==> src/rtl/seq_det_pkg.sv <==
// seq_det_pkg
//   Shared helpers for the programmable serial sequence detector.
//   - len_w()      : width of a pattern-length field able to hold 0..pat_w
//   - clamp_len()  : maps a requested length onto the legal range 1..pat_w
//   - len_rst()    : length register value after reset (full width)
//   - OVL_RST      : overlap-mode register value after reset
package seq_det_pkg;

  localparam logic OVL_RST = 1'b1;

  function automatic int len_w(input int pat_w);
    return $clog2(pat_w + 1);
  endfunction

  function automatic int len_rst(input int pat_w);
    return pat_w;
  endfunction

  function automatic int clamp_len(input int len, input int pat_w);
    if (len == 0) return 1;
    if (len > pat_w) return pat_w;
    return len;
  endfunction

endpackage

==> src/rtl/seq_det_window.sv <==
// seq_det_window
//   History shift register and fill counter for the sequence detector.
//   Ports:
//     clk      : rising-edge clock
//     reset    : asynchronous active-low reset
//     shift    : an accepted bit is present; shift x into hist LSB
//     clear    : clear hist and fill (takes priority over shift)
//     fill_clr : on a shift, restart fill at 0 instead of incrementing
//     x        : serial data bit
//     hist     : last PAT_W-1 accepted bits, newest at bit 0
//     fill     : accepted bits since the last clear, saturating at PAT_W-1
module seq_det_window #(
  parameter int PAT_W = 8
) (
  input  logic                     clk,
  input  logic                     reset,
  input  logic                     shift,
  input  logic                     clear,
  input  logic                     fill_clr,
  input  logic                     x,
  output logic [PAT_W-2:0]         hist,
  output logic [$clog2(PAT_W)-1:0] fill
);

  localparam int FW = $clog2(PAT_W);
  localparam logic [FW-1:0] FILL_MAX = FW'(PAT_W - 1);

  // One extra bit wide so the shift works for PAT_W = 2 as well.
  logic [PAT_W-1:0] shifted;
  assign shifted = {hist, x};

  always_ff @(posedge clk or negedge reset) begin
    if (!reset) begin
      hist <= '0;
      fill <= '0;
    end else if (clear) begin
      hist <= '0;
      fill <= '0;
    end else if (shift) begin
      hist <= shifted[PAT_W-2:0];
      if (fill_clr)
        fill <= '0;
      else if (fill != FILL_MAX)
        fill <= fill + FW'(1);
    end
  end

endmodule

==> src/rtl/param_seq_detector.sv <==
// param_seq_detector
//   Runtime-programmable Mealy serial sequence detector. Compares the
//   accepted bit stream against a loaded pattern of 1..PAT_W bits, in
//   overlapping or non-overlapping mode.
//   Optional feature macro: PARAM_SEQ_DET_MATCH_CNT_EN adds match_cnt.
//   Ports:
//     clk       : rising-edge clock
//     reset     : asynchronous active-low reset
//     x         : serial data bit
//     x_valid   : x is sampled this cycle
//     cfg_load  : capture pat_in/pat_len/overlap; clears history, drops x
//     pat_in    : pattern, first-received bit at pat_in[len-1]
//     pat_len   : pattern length (0 -> 1, >PAT_W -> PAT_W)
//     overlap   : 1 = overlapping matches, 0 = non-overlapping
//     z         : combinational match pulse in the cycle of the last bit
//     match_cnt : saturating match count, trails z by one cycle (optional)
//   Handshake: a bit is accepted when x_valid = 1 and cfg_load = 0; there
//   is no back-pressure, the detector always consumes an accepted bit.
module param_seq_detector
  import seq_det_pkg::*;
#(
  parameter int PAT_W = 8,
  parameter int CNT_W = 8
) (
  input  logic                       clk,
  input  logic                       reset,
  input  logic                       x,
  input  logic                       x_valid,
  input  logic                       cfg_load,
  input  logic [PAT_W-1:0]           pat_in,
  input  logic [len_w(PAT_W)-1:0]    pat_len,
  input  logic                       overlap,
  output logic                       z
`ifdef PARAM_SEQ_DET_MATCH_CNT_EN
  ,
  output logic [CNT_W-1:0]           match_cnt
`endif
);

  localparam int LW = len_w(PAT_W);
  localparam int FW = $clog2(PAT_W);

  logic [PAT_W-1:0] pat_r;
  logic [LW-1:0]    len_r;
  logic             ovl_r;

  logic [PAT_W-2:0] hist;
  logic [FW-1:0]    fill;

  logic             accepted;
  logic [PAT_W-1:0] window;
  logic [PAT_W-1:0] mask;
  logic             enough;
  logic             pat_eq;

  assign accepted = x_valid & ~cfg_load;
  assign window   = {hist, x};

  // Only the low len_r positions of the window take part in the compare.
  always_comb begin
    mask = '0;
    for (int i = 0; i < PAT_W; i++)
      mask[i] = (LW'(i) < len_r);
  end

  assign pat_eq = (((window ^ pat_r) & mask) == '0);
  // fill + 1 >= len_r, written without subtracting to avoid underflow.
  assign enough = ((LW'(fill) + LW'(1)) >= len_r);

  // Gated by reset so z stays low while reset is held.
  assign z = reset & accepted & enough & pat_eq;

  always_ff @(posedge clk or negedge reset) begin
    if (!reset) begin
      pat_r <= '0;
      len_r <= LW'(len_rst(PAT_W));
      ovl_r <= OVL_RST;
    end else if (cfg_load) begin
      pat_r <= pat_in;
      len_r <= LW'(clamp_len(int'(pat_len), PAT_W));
      ovl_r <= overlap;
    end
  end

  seq_det_window #(
    .PAT_W (PAT_W)
  ) u_window (
    .clk      (clk),
    .reset    (reset),
    .shift    (accepted),
    .clear    (cfg_load),
    .fill_clr (z & ~ovl_r),
    .x        (x),
    .hist     (hist),
    .fill     (fill)
  );

`ifdef PARAM_SEQ_DET_MATCH_CNT_EN
  always_ff @(posedge clk or negedge reset) begin
    if (!reset)
      match_cnt <= '0;
    else if (cfg_load)
      match_cnt <= '0;
    else if (z && (match_cnt != {CNT_W{1'b1}}))
      match_cnt <= match_cnt + CNT_W'(1);
  end
`endif

endmodule

==> config.mk <==
export PLATFORM = sky130hd
export DESIGN_NAME = param_seq_detector
export DESIGN_NICKNAME = d
export VERILOG_FILES = /design/src/rtl/seq_det_pkg.sv /design/src/rtl/seq_det_window.sv /design/src/rtl/param_seq_detector.sv
export SDC_FILE = /design/constraint.sdc
export NUM_CORES = 1
export LEC_CHECK = 0
export BUFFER_PORTS_ARGS = -buffer_cell sky130_fd_sc_hd__buf_2
export CAP_MARGIN = 25
export CORE_AREA = 3 3 50 52
export CTS_CLUSTER_SIZE = 30
export DETAILED_ROUTE_END_ITERATION = 10
export DIE_AREA = 0 0 53 55
export GPL_ROUTABILITY_DRIVEN = 0
export PLACE_DENSITY = 0.81
export SETUP_SLACK_MARGIN = 0.15
export SLEW_MARGIN = 10
export SYNTH_ARGS = -nofsm -noshare
export SYNTH_HDL_FRONTEND = slang
export SYNTH_HIERARCHICAL = 1
export SYNTH_SLANG_ARGS = --single-unit
==> constraint.sdc <==
create_clock -name clk -period 4.9 [get_ports clk]
set_input_delay 0.245 -clock clk [delete_from_list [all_inputs] [get_ports clk]]
set_output_delay 0.245 -clock clk [all_outputs]
set_load 0.01 [all_outputs]
**Word-level counts from Yosys, hierarchy flattened**

Cells that the tools add are included.

- Add/sub/neg operators: 2
- Multiply operators: 0
- Divide/modulo/power cells: 0
- Order comparisons: 10
- Equal/unequal tests: 1
- Shifts and indexed selects: 0
- Mux-type cells: 15
- Bitwise operators: 9
- Reduce and logical (&&, ||, !) cells: 5

Operator list:

| kind | number |
|---|---|
| 3-bit by 4-bit < comparator with 1-bit output (first input constant) | 4 |
| 7-bit 2-to-1 mux | 2 |
| 3-bit 2-to-1 mux | 4 |
| 4-bit 2-to-1 mux | 3 |
| 8-bit bitwise AND | 1 |
| 8-bit logical NOT | 1 |
| 1-bit by 4-bit < comparator with 1-bit output (first input constant) | 2 |
| 2-bit by 4-bit < comparator with 1-bit output (first input constant) | 2 |
| 8-bit XOR | 1 |
| 1-bit 2-to-1 mux | 6 |
| 1-bit bitwise AND | 5 |
| 3-bit by 1-bit adder with 4-bit output (second input constant) | 1 |
| 4-bit >= comparator | 1 |
| 4-bit > comparator (second input constant) | 1 |
| 4-bit logical NOT | 1 |
| 3-bit by 1-bit adder with 3-bit output (second input constant) | 1 |
| 3-bit != test (second input constant) | 1 |
| 3-bit nonzero test | 1 |
| 1-bit inverter | 2 |
| 2-bit AND reduction | 1 |
| 2-bit nonzero test | 1 |

- Bits in registers: 23
- Latch bits: 0
- Bits in writable memories: 0
- Bits in read-only memories: 0
- Input port bits: 18
- Output and inout bits: 1
- Logic and storage cells: 47
- Memories: 0

**Logic depth before layout (Yosys ltp)**

Gate-level depths: netlist (run 1).

- Word-level depth: 9
- Mapped depth: 9
- Gate-level depth less buffers: 9

**Modules after synthesis**

Netlist (run 1), hierarchy kept.

Modules (own cells, without submodules):

| module | instances | cells each | area an instance (µm²) | seq. area each (µm²) |
|---|---|---|---|---|
| param_seq_detector | 1 | 73 | 778.2 | 327.8 |
| seq_det_window | 1 | 41 | 469.2 | 250.2 |

**Worst setup path before layout (run 1)**

OpenSTA, ideal clock, no wires.

- Path kind: reg2reg
- Start: register len_r[0]
- End: register u_window.fill[1]
- Setup time: 0.138 ns
- Arrival time: 1.963 ns
- Required time: 4.762 ns
- Path slack: 2.799 ns
- Stages on the path, launching flop included: 9
- Path buffers: 0
- Clock period less this slack: 2.101 ns
- Cell sequence: dfrtp_1 a21oi_1 o21ai_1 o32a_1 or4_1 nor2_1 nor2b_1 o21ai_0 a21oi_1

- Cells in the longest elaborated chain, start to end: 8
- Elaborated cells on any way between the ends: 19
- Those cells by class: order compare: 9; mux: 3; bitwise: 4; reduce/logical: 3

Ends and longest elaborated chain:

| what | line | text |
|---|---|---|
| from (decl) | param_seq_detector.sv:44 | `logic [LW-1:0] len_r;` |
| from (signal assigned) | param_seq_detector.sv:76 | `len_r <= LW'(len_rst(PAT_W));` |
| from (signal assigned) | param_seq_detector.sv:80 | `len_r <= LW'(clamp_len(int'(pat_len), PAT_W));` |
| 1-bit by 4-bit < comparator with 1-bit output (tied with other cells) | param_seq_detector.sv:63 | `mask[i] = (LW'(i) < len_r);` |
| 8-bit bitwise AND | param_seq_detector.sv:66 | `assign pat_eq = (((window ^ pat_r) & mask) == '0);` |
| 8-bit logical NOT | param_seq_detector.sv:66 |  |
| 1-bit bitwise AND (*) | param_seq_detector.sv:71 | `assign z = reset & accepted & enough & pat_eq;` |
| 1-bit bitwise AND (*) | param_seq_detector.sv:92 | `.fill_clr (z & ~ovl_r),` |
| 3-bit 2-to-1 mux | seq_det_window.sv:41 | `if (fill_clr)` |
| 3-bit 2-to-1 mux | seq_det_window.sv:39 | `end else if (shift) begin` |
| 3-bit 2-to-1 mux | seq_det_window.sv:36 | `end else if (clear) begin` |
| to (signal assigned) | seq_det_window.sv:44 | `fill <= fill + FW'(1);` |
| to (decl) | seq_det_window.sv:22 | `output logic [$clog2(PAT_W)-1:0] fill` |

Every way passes the cells marked *; elsewhere a longest branch is shown, timed or not. The select of a mux whose other input is x is not followed.
A chain may end at the register's enable or synchronous reset.

**Worst setup path after layout (run 1)**

- Start: input cfg_load
- End: register u_window.fill[2]

- Cells in the longest elaborated chain, start to end: 9
- Elaborated cells on any way between the ends: 12
- Those cells by class: mux: 3; bitwise: 6; reduce/logical: 3

Ends and longest elaborated chain:

| what | line | text |
|---|---|---|
| from (decl) | param_seq_detector.sv:29 | `input logic cfg_load,` |
| 1-bit inverter (*) | param_seq_detector.sv:56 | `assign accepted = x_valid & ~cfg_load;` |
| 1-bit bitwise AND (*) | param_seq_detector.sv:56 |  |
| net accepted | param_seq_detector.sv:50 | `logic accepted;` |
| 1-bit bitwise AND (3 in series) | param_seq_detector.sv:71 |  |
| 1-bit bitwise AND | param_seq_detector.sv:92 |  |
| 3-bit 2-to-1 mux | seq_det_window.sv:41 |  |
| 3-bit 2-to-1 mux | seq_det_window.sv:39 |  |
| 3-bit 2-to-1 mux | seq_det_window.sv:36 |  |

The timed path passes the listed nets; every way through them passes the cells marked *. The select of a mux whose other input is x is not followed.

==> results.py, run 1 <==
metrics = {
    "status": {
        "status": "completed",
    },
    "grt": {
        "antenna_found_initial": 0,
        "grt_pass1_wl_um": 3730,
        "grt_usage": 0.178,
        "overflow": 0,
        "first_global_vias": 901,
        "grt_max_degree": 28,
    },
    "setup_path": {
        "cpMostUsedCell": "nor2b_1",
        "crit_path_start_kind": "input pin",
        "cp_cell_sequence": "buf_2 > nor2b_1 > o2111ai_1 > or4_1 > nor2_1 > nor2b_1 > o21ai_0 > a21oi_1",
        "cpMaxStageDelayCell": "nor2b_1",
        "critical_path_class": "input pin to register",
        "worstPathRequired_ns": 5.09,
        "max_stage_delay_ns": 0.84,
        "rr_startpoint": "len_r[0]$_DFFE_PN0P_",
        "worstReg2RegEnd": "u_window/fill[2]$_DFFE_PN0P_",
        "cp.depth": 8,
        "rr_worst_depth": 8,
        "cp-end-kind": "register",
        "path_delay_family": "simple AND/OR/NAND/NOR gates",
        "crit_path_end": "u_window/fill[2]$_DFFE_PN0P_",
        "crit_buf_inv": 1,
        "ff2ff_setup_slack_ns": 2.54,
        "crit_start": "cfg_load",
        "cp_max_fo": 27,
        "arrival_ns": 2.75,
    },
    "placement": {
        "placed_area_mm2": 0.00135,
        "pre_cts_slack_ns": 2.03,
        "dp_cells": 156,
        "io_buffers": 18,
        "hpwl_um": 1590,
    },
    "drt": {
        "drt-wirelength-per-cell_um": 13.6,
        "drt_iter0_markers": 7,
        "viasPerCell": 5.42,
        "postRouteWirelength_um": 2190,
        "route.detailed.drc": 0,
        "vias": 872,
        "firstDrtPassIters": 4,
        "ant_nets": 0,
    },
    "floorplanning": {
        "die_x_um": 53,
        "pin_count": 19,
        "core_mm2": 0.00215,
        "num_rows": 17,
        "start_util": 0.581,
        "die_area_mm2": 0.00292,
        "die_h_um": 55,
    },
    "timing": {
        "finalCritPeriodShare": 0.523,
        "setup_viol": 0,
        "layout_setup_ws_ns": 2.34,
        "clock.fmax_mhz": 390,
        "worst_pin_slew_ns": 1.00,
        "finalCriticalPeriod_ns": 2.56,
        "whs_ns": 0.151,
        "setup_tns_ns": 0,
        "slew_viol_final": 0,
        "slew_headroom": 0.332,
        "rsz0062_at_grt": "no",
        "skew_ns": 0.00309,
        "finalHoldViolCount": 0,
    },
    "final_layout": {
        "fin_util": 0.646,
        "antennaDiodeCount": 0,
        "drive_above_1_share": 0.286,
        "final_cells": 161,
        "fin_area_mm2": 0.00139,
        "fin_nets": 159,
        "areaGrowthSynthToFinish_pct": 11.2,
    },
    "synth": {
        "syn-mean-instance-area_um2": 10.9,
        "synth-seq-area-share": 0.463,
        "synth_cell_types": 32,
        "yosys_warnings": 6,
        "synthCells": 114,
        "synth_flop_cell": "dfrtp_1",
        "ys_ff_latch": 23,
        "syn-cell-area_mm2": 0.00125,
        "syn_nets": 139,
        "synth_edf_count": 0,
        "synthArstFlopShare": 1.00,
    },
    "clocking": {
        "path_clk_slew_ns": 0.12,
        "clock_path_buffers": 2,
        "htreeDepth": 1,
        "cts_tree": "built",
        "insertion_delay_ns": 0.32,
        "cts_sinks": 23,
        "cts_buffers": 3,
        "cts_root_buf": "clkbuf_4",
    },
    "job": {
        "drv_cap": 0,
    },
    "power_and_ir_drop": {
        "combPwrFrac": 0.165,
        "p_sw_mw": 0.0976,
        "switching_share": 0.269,
        "pwr-share-clk": 0.242,
        "intPower_mw": 0.265,
        "finalPower_mw": 0.362,
        "powerDensity_mw_per_mm2": 261,
        "leakagePower_nw": 0.654,
        "pwr-share-seq": 0.593,
        "ir_worst_vdd_uv": 201,
    },
    "min_path": {
        "hp-class": "input pin to register",
    },
}
## cells by family after synthesis
logic type | count (synthesis) | synth area share
compound gates | 19 | 0.0963
xor+xnor | 9 | 0.0632
fa+ha+maj | 7 | 0.0702
buf+inv | 8 | 0.0321
flops | 23 | 0.463
mux | 17 | 0.146
simple gates | 31 | 0.128
## how the worst min path moves through the flow
stage	start	depth (start not counted)	end
final	pat_in[5]	2	pat_r[5]$_DFFE_PN0P_
after global routing	pat_in[2]	2	pat_r[2]$_DFFE_PN0P_
after CTS	overlap	2	ovl_r$_DFFE_PN1P_
after detailed placement	reset	1	len_r[1]$_DFFE_PN0P_
after global placement	reset	1	len_r[0]$_DFFE_PN0P_
after floorplan	reset	0	len_r[0]$_DFFE_PN0P_
## metal layers
metal	vias up	global-route usage	wire (um)
met5	-	0	0
met4	0	0.0979	55
met3	7	0.0322	102
met2	23	0.306	1010
met1	407	0.213	1020
li1	435	-	-
## cells in the mapped netlist (all sizes together) (2+ instances only)
cell,instances,share of area
a21o,2,0.012
a21oi,6,0.024
buf,2,0.012
clkbuf,2,0.0060
dfrtp,21,0.42
dfstp,2,0.042
ha,7,0.070
inv,4,0.014
mux2,10,0.090
mux2i,7,0.056
nand2,6,0.018
nand3b,2,0.012
nor2,13,0.039
nor2b,2,0.010
o21ai,7,0.028
xnor2,5,0.035
xor2,4,0.028
## cells in the final DEF (no fill, tap or decap), types with 2 or more instances in the layout
cell type  netlist  final
o21ai_1          2      2
buf_2            0     18
ha_1             7      7
dfrtp_1         21     21
clkbuf_4         0      3
dfstp_2          2      2
a21oi_1          6      6
nor2_1          13     13
nand2_1          6      6
nand3b_1         2      2
mux2_2          10     10
o21ai_0          5      5
inv_1            3      3
a21o_1           2      2
xor2_1           4      4
mux2i_1          7      7
xnor2_1          5      5
nor2b_1          2      2
## state kept, by name, indices dropped and copies added, names as in the netlist
name,count
len_r,4
ovl_r,1
pat_r,8
u_window/fill,3
u_window/hist,7
## layout make-up
type | count | area (um^2)
Clock buffer | 3 | 22.5
Tap cell | 28 | 35.0
Sequential cell | 23 | 578
Fill cell | 184 | 761
Inverter | 4 | 17.5
Clock inverter | 1 | 5.00
Timing Repair Buffer | 19 | 100
Multi-Input combinational cell | 83 | 629
## timing repair
item                       CTS  global route
gates resized for setup      0             0
hold buffers                 1             0
hold endpoints to repair    21             0
setup endpoints to repair    0             0
buffers inserted             0             0
## power groups by stage
stage                     Combinational (mW)  Clock (mW)  Sequential (mW)
after floorplan                       0.0433           0            0.215
after global placement                0.0572           0            0.218
after detailed placement              0.0593           0            0.219
after CTS                             0.0602      0.0905            0.215
after global routing                  0.0677      0.0986            0.217
final                                 0.0596      0.0877            0.215
Note: power is estimated with default switching activity, not from simulation.
==> run 2, diff against run 1 <==
- CORE_AREA: 3 3 50 52 -> 3 3 52 54
- DIE_AREA: 0 0 53 55 -> 0 0 55 57
- PLACE_DENSITY: 0.81 -> 0.75
- clock period: 4.9 -> 2.6 ns (I/O delays scaled with it)
==> results.py, run 2 (same netlist as run 1, synthesis figures left out) <==
metrics = {
    "setup_path": {
        "crit_start": "u_window/fill[0]$_DFFE_PN0P_",
        "crit_path_start_kind": "register",
        "critical_path_class": "register to output port",
        "rr_worst_depth": 8,
        "cp-end-kind": "output port",
        "cp_max_fo": 7,
        "worstPathRequired_ns": 2.47,
        "ff2ff_setup_slack_ns": 0.39,
        "rr_startpoint": "len_r[0]$_DFFE_PN0P_",
        "worstReg2RegEnd": "u_window/fill[2]$_DFFE_PN0P_",
        "arrival_ns": 2.15,
    },
    "min_path": {
        "min_from": "pat_in[4]",
        "hold_depth": 2,
        "hold_end": "pat_r[4]$_DFFE_PN0P_",
        "hp-class": "input pin to register",
    },
    "drt": {
        "firstDrtPassIters": 4,
        "viasPerCell": 5.57,
        "vias": 913,
        "ant_nets": 0,
        "postRouteWirelength_um": 2210,
        "route.detailed.drc": 0,
        "drt-wirelength-per-cell_um": 13.5,
        "drt_iter0_markers": 10,
    },
    "grt": {
        "grt_usage": 0.170,
        "overflow": 0,
        "grt_max_degree": 27,
        "antenna_found_initial": 0,
        "first_global_vias": 981,
        "grt_pass1_wl_um": 4020,
    },
    "timing": {
        "setup_tns_ns": 0,
        "slew_viol_final": 0,
        "skew_ns": 0.0175,
        "finalCritPeriodShare": 0.875,
        "worst_pin_slew_ns": 0.288,
        "rsz0062_at_grt": "no",
        "whs_ns": 0.0333,
        "finalCriticalPeriod_ns": 2.28,
        "slew_headroom": 0.808,
        "clock.fmax_mhz": 439,
        "setup_viol": 0,
        "finalHoldViolCount": 0,
        "layout_setup_ws_ns": 0.324,
    },
    "final_layout": {
        "top_register": "pat_r",
        "final_common_cell": "dfrtp_1",
        "fin_nets": 162,
        "largest_reg_flops": 8,
        "drive_above_1_share": 0.309,
        "reg_top3": "pat_r x8, u_window/hist x7, len_r x4",
        "layout_common_cells": "dfrtp_1 (21), buf_2 (18), nor2_1 (12), mux2_2 (10)",
        "final_cells": 164,
        "fin_util": 0.628,
        "areaGrowthSynthToFinish_pct": 13.4,
        "fin_area_mm2": 0.00142,
        "antennaDiodeCount": 0,
        "fillCellCount": 199,
    },
    "clocking": {
        "htreeDepth": 1,
        "path_clk_slew_ns": 0.14,
        "cts_tree": "built",
        "clock_path_buffers": 2,
        "post_cts_buffers": 0,
        "cts_root_buf": "clkbuf_4",
        "cts_sinks": 23,
        "insertion_delay_ns": 0.32,
        "cts_buffers": 3,
    },
    "power_and_ir_drop": {
        "finalPower_mw": 0.692,
        "leakagePower_nw": 0.665,
        "ir_worst_vdd_uv": 344,
        "powerDensity_mw_per_mm2": 489,
    },
    "placement": {
        "dp_cells": 159,
        "pre_cts_slack_ns": 0.364,
        "hpwl_um": 1750,
        "io_buffers": 18,
        "placed_area_mm2": 0.00137,
    },
    "floorplanning": {
        "start_util": 0.553,
        "die_x_um": 55,
        "num_rows": 17,
        "core_mm2": 0.00225,
        "pin_count": 19,
        "die_h_um": 57,
        "die_area_mm2": 0.00314,
    },
    "job": {
        "drv_cap": 0,
    },
    "status": {
        "status": "completed",
    },
}
==> run 2: cell count changes in the layout (fill, tap and decap cells not counted), sizes merged <==
cell / previous run / this run
buf: 18 / 21
clkinv: 1 / 0
clkinvlp: 0 / 1
==> run 2: power breakdown <==
group          total (mW)  switching, mW  internal [mW]
Combinational       0.119         0.0571         0.0617
Sequential          0.404         0.0215          0.382
Clock               0.169          0.111         0.0587
==> run 2: critical path, stage by stage (launching register included) <==
cell	delay (ns)
dfrtp_1	0.47
ha_1	0.33
ha_1	0.28
a21o_1	0.16
a21o_1	0.17
a21oi_1	0.21
nor4_1	0.09
buf_2	0.15
==> run 2: final cells by class <==
type                            count  area (um^2)  share of cell area
Multi-Input combinational cell     83          632               0.447
Timing Repair Buffer               22          123              0.0866
Clock buffer                        3         22.5              0.0159
Sequential cell                    23          578               0.408
Inverter                            4         17.5              0.0124
Tap cell                           28         35.0              0.0248
Clock inverter                      1         7.51             0.00531
==> run 2: repair_timing <==
action | 4_1_cts | 5_1_grt
resized for setup | 0 | 1
hold buffers | 1 | 0
endpoints found under the hold margin | 21 | 0
endpoints found under the setup margin | 0 | 1
==> run 2: worst max-delay path by stage <==
stage | to | slack, ns | cells after the start
5_1_grt | u_window/fill[2]$_DFFE_PN0P_ | 0.16 | 8
4_1_cts | u_window/fill[1]$_DFFE_PN0P_ | 0.32 | 8
3_5_place_dp | u_window/fill[1]$_DFFE_PN0P_ | 0.36 | 8
3_3_place_gp | u_window/fill[1]$_DFFE_PN0P_ | 0.42 | 8
2_1_floorplan | u_window/fill[1]$_DFFE_PN0P_ | 0.50 | 8
6_report | z | 0.32 | 7
==> run 2: metal layers <==
layer / track usage / vias up / part of all wire
met3: 0.0339 / 6 / 0.046
met2: 0.277 / 19 / 0.46
met4: 0.0625 / 0 / 0.019
met1: 0.220 / 440 / 0.47
li1: - / 448 / -
met5: 0 / - / 0
==> run 3, diff against run 2 <==
- CORE_AREA: 3 3 52 54 -> 2 2 51 53
- DIE_AREA: 0 0 55 57 -> 0 0 53 55
- PLACE_DENSITY: 0.75 -> unset
- PLACE_DENSITY_LB_ADDON: unset -> 0.08
==> results.py, run 3 (same netlist as run 1, synthesis figures left out) <==
metrics = {
    "status": {
        "status": "completed",
    },
    "clocking": {
        "clock_path_buffers": 2,
        "insertion_delay_ns": 0.31,
        "cts_buffers": 3,
        "htreeDepth": 1,
        "cts_root_buf": "clkbuf_4",
        "path_clk_slew_ns": 0.13,
        "cts_tree": "built",
        "cts_sinks": 23,
    },
    "final_layout": {
        "areaGrowthSynthToFinish_pct": 14.5,
        "fin_area_mm2": 0.00143,
        "final_cells": 168,
        "fin_util": 0.604,
        "reg_top3": "pat_r x8, u_window/hist x7, len_r x4",
        "drive_above_1_share": 0.319,
        "fin_nets": 164,
        "top_register": "pat_r",
        "antennaDiodeCount": 0,
        "final_common_cell": "dfrtp_1",
        "fillCellCount": 219,
        "largest_reg_flops": 8,
        "layout_common_cells": "dfrtp_1 (20), buf_2 (18), nor2_1 (13), mux2_2 (10)",
    },
    "setup_path": {
        "cp_max_fo": 2,
        "crit_start": "u_window/fill[0]$_DFFE_PN0P_",
        "cp-end-kind": "output port",
        "arrival_ns": 2.18,
        "ff2ff_setup_slack_ns": 0.37,
        "max_stage_delay_ns": 0.43,
        "cpMaxStageDelayCell": "dfrtp_2",
        "path_delay_family": "adder cells",
        "rr_startpoint": "u_window/fill[0]$_DFFE_PN0P_",
        "critical_path_class": "register to output port",
        "cp_cell_sequence": "ha_1 > ha_1 > a21o_1 > a21o_1 > a21oi_1 > nor4_1 > buf_2",
        "crit_buf_inv": 1,
        "crit_path_start_kind": "register",
        "worstPathRequired_ns": 2.47,
    },
    "drt": {
        "ant_nets": 0,
        "viasPerCell": 5.23,
        "firstDrtPassIters": 4,
        "route.detailed.drc": 0,
        "drt-wirelength-per-cell_um": 13.8,
        "vias": 879,
        "drt_iter0_markers": 7,
        "postRouteWirelength_um": 2320,
    },
    "floorplanning": {
        "die_h_um": 55,
        "start_util": 0.528,
        "num_rows": 18,
        "die_area_mm2": 0.00292,
        "die_x_um": 53,
        "pin_count": 19,
        "core_mm2": 0.00236,
    },
    "timing": {
        "worst_pin_slew_ns": 0.489,
        "whs_ns": 0.0398,
        "finalCritPeriodShare": 0.887,
        "rsz0062_at_grt": "no",
        "clock.fmax_mhz": 433,
        "finalHoldViolCount": 0,
        "slew_viol_final": 0,
        "setup_tns_ns": 0,
        "skew_ns": 0.00430,
        "setup_viol": 0,
        "layout_setup_ws_ns": 0.293,
        "finalCriticalPeriod_ns": 2.31,
        "slew_headroom": 0.674,
    },
    "placement": {
        "pre_cts_slack_ns": 0.333,
        "dp_cells": 161,
        "placed_area_mm2": 0.00138,
        "io_buffers": 18,
        "hpwl_um": 1770,
    },
    "power_and_ir_drop": {
        "finalPower_mw": 0.689,
        "powerDensity_mw_per_mm2": 482,
        "ir_worst_vdd_uv": 388,
        "leakagePower_nw": 0.679,
    },
    "grt": {
        "first_global_vias": 910,
        "grt_usage": 0.190,
        "overflow": 0,
        "grt_max_degree": 28,
        "antenna_found_initial": 0,
        "grt_pass1_wl_um": 3980,
    },
    "min_path": {
        "min_from": "pat_in[1]",
        "hp-class": "input pin to register",
    },
    "job": {
        "drv_cap": 0,
    },
}
-- run 3: path summary, 6_finish.rpt --
kind | to | cells after the start
setup / recovery | z | 7
hold / removal | pat_r[1]$_DFFE_PN0P_ | 2
setup reg to reg | u_window/fill[1]$_DFFE_PN0P_ | 10
hold reg to reg | pat_r[0]$_DFFE_PN0P_ | 1
max in group asynchronous | len_r[3]$_DFFE_PN1P_ | 3
min in group asynchronous | pat_r[4]$_DFFE_PN0P_ | 3
-- run 3: cell type report --
cell class,count,area [um^2],share of cell area
Clock inverter,1,5.00,0.00350
Timing Repair Buffer,24,138,0.0963
Tap cell,30,37.5,0.0263
Multi-Input combinational cell,83,629,0.440
Inverter,4,17.5,0.0123
Clock buffer,3,22.5,0.0158
Sequential cell,23,579,0.405
-- run 3: layer usage --
metal / global-route usage / routed length [um] / up-vias
met5: 0 / 0 / -
met1: 0.247 / 1120 / 411
met3: 0.0403 / 63 / 4
met2: 0.310 / 1110 / 18
met4: 0.0769 / 27 / 0
li1: - / - / 446
-- run 3: power breakdown --
group	internal, mW	leakage [nW]	switching, mW	total [mW]
registers	0.382	0.290	0.0209	0.403
logic	0.0633	0.371	0.0590	0.122
clock network	0.0575	0.0177	0.106	0.164
-- run 3: worst reg2reg max path: stages, from the launching register on --
cell and delay [ns]:
dfrtp_2 0.43, ha_1 0.31, ha_1 0.28, a21o_1 0.16
a21o_1 0.17, a21oi_1 0.18, nor2_1 0.09, buf_4 0.15
nor3b_2 0.18, nand2_1 0.09, a21oi_1 0.14
-- run 3: what timing repair did --
item	CTS	global route
buffers inserted	0	2
setup endpoints to repair	0	3
gates resized for setup	0	1
hold buffers	1	0
hold endpoints to repair	21	0
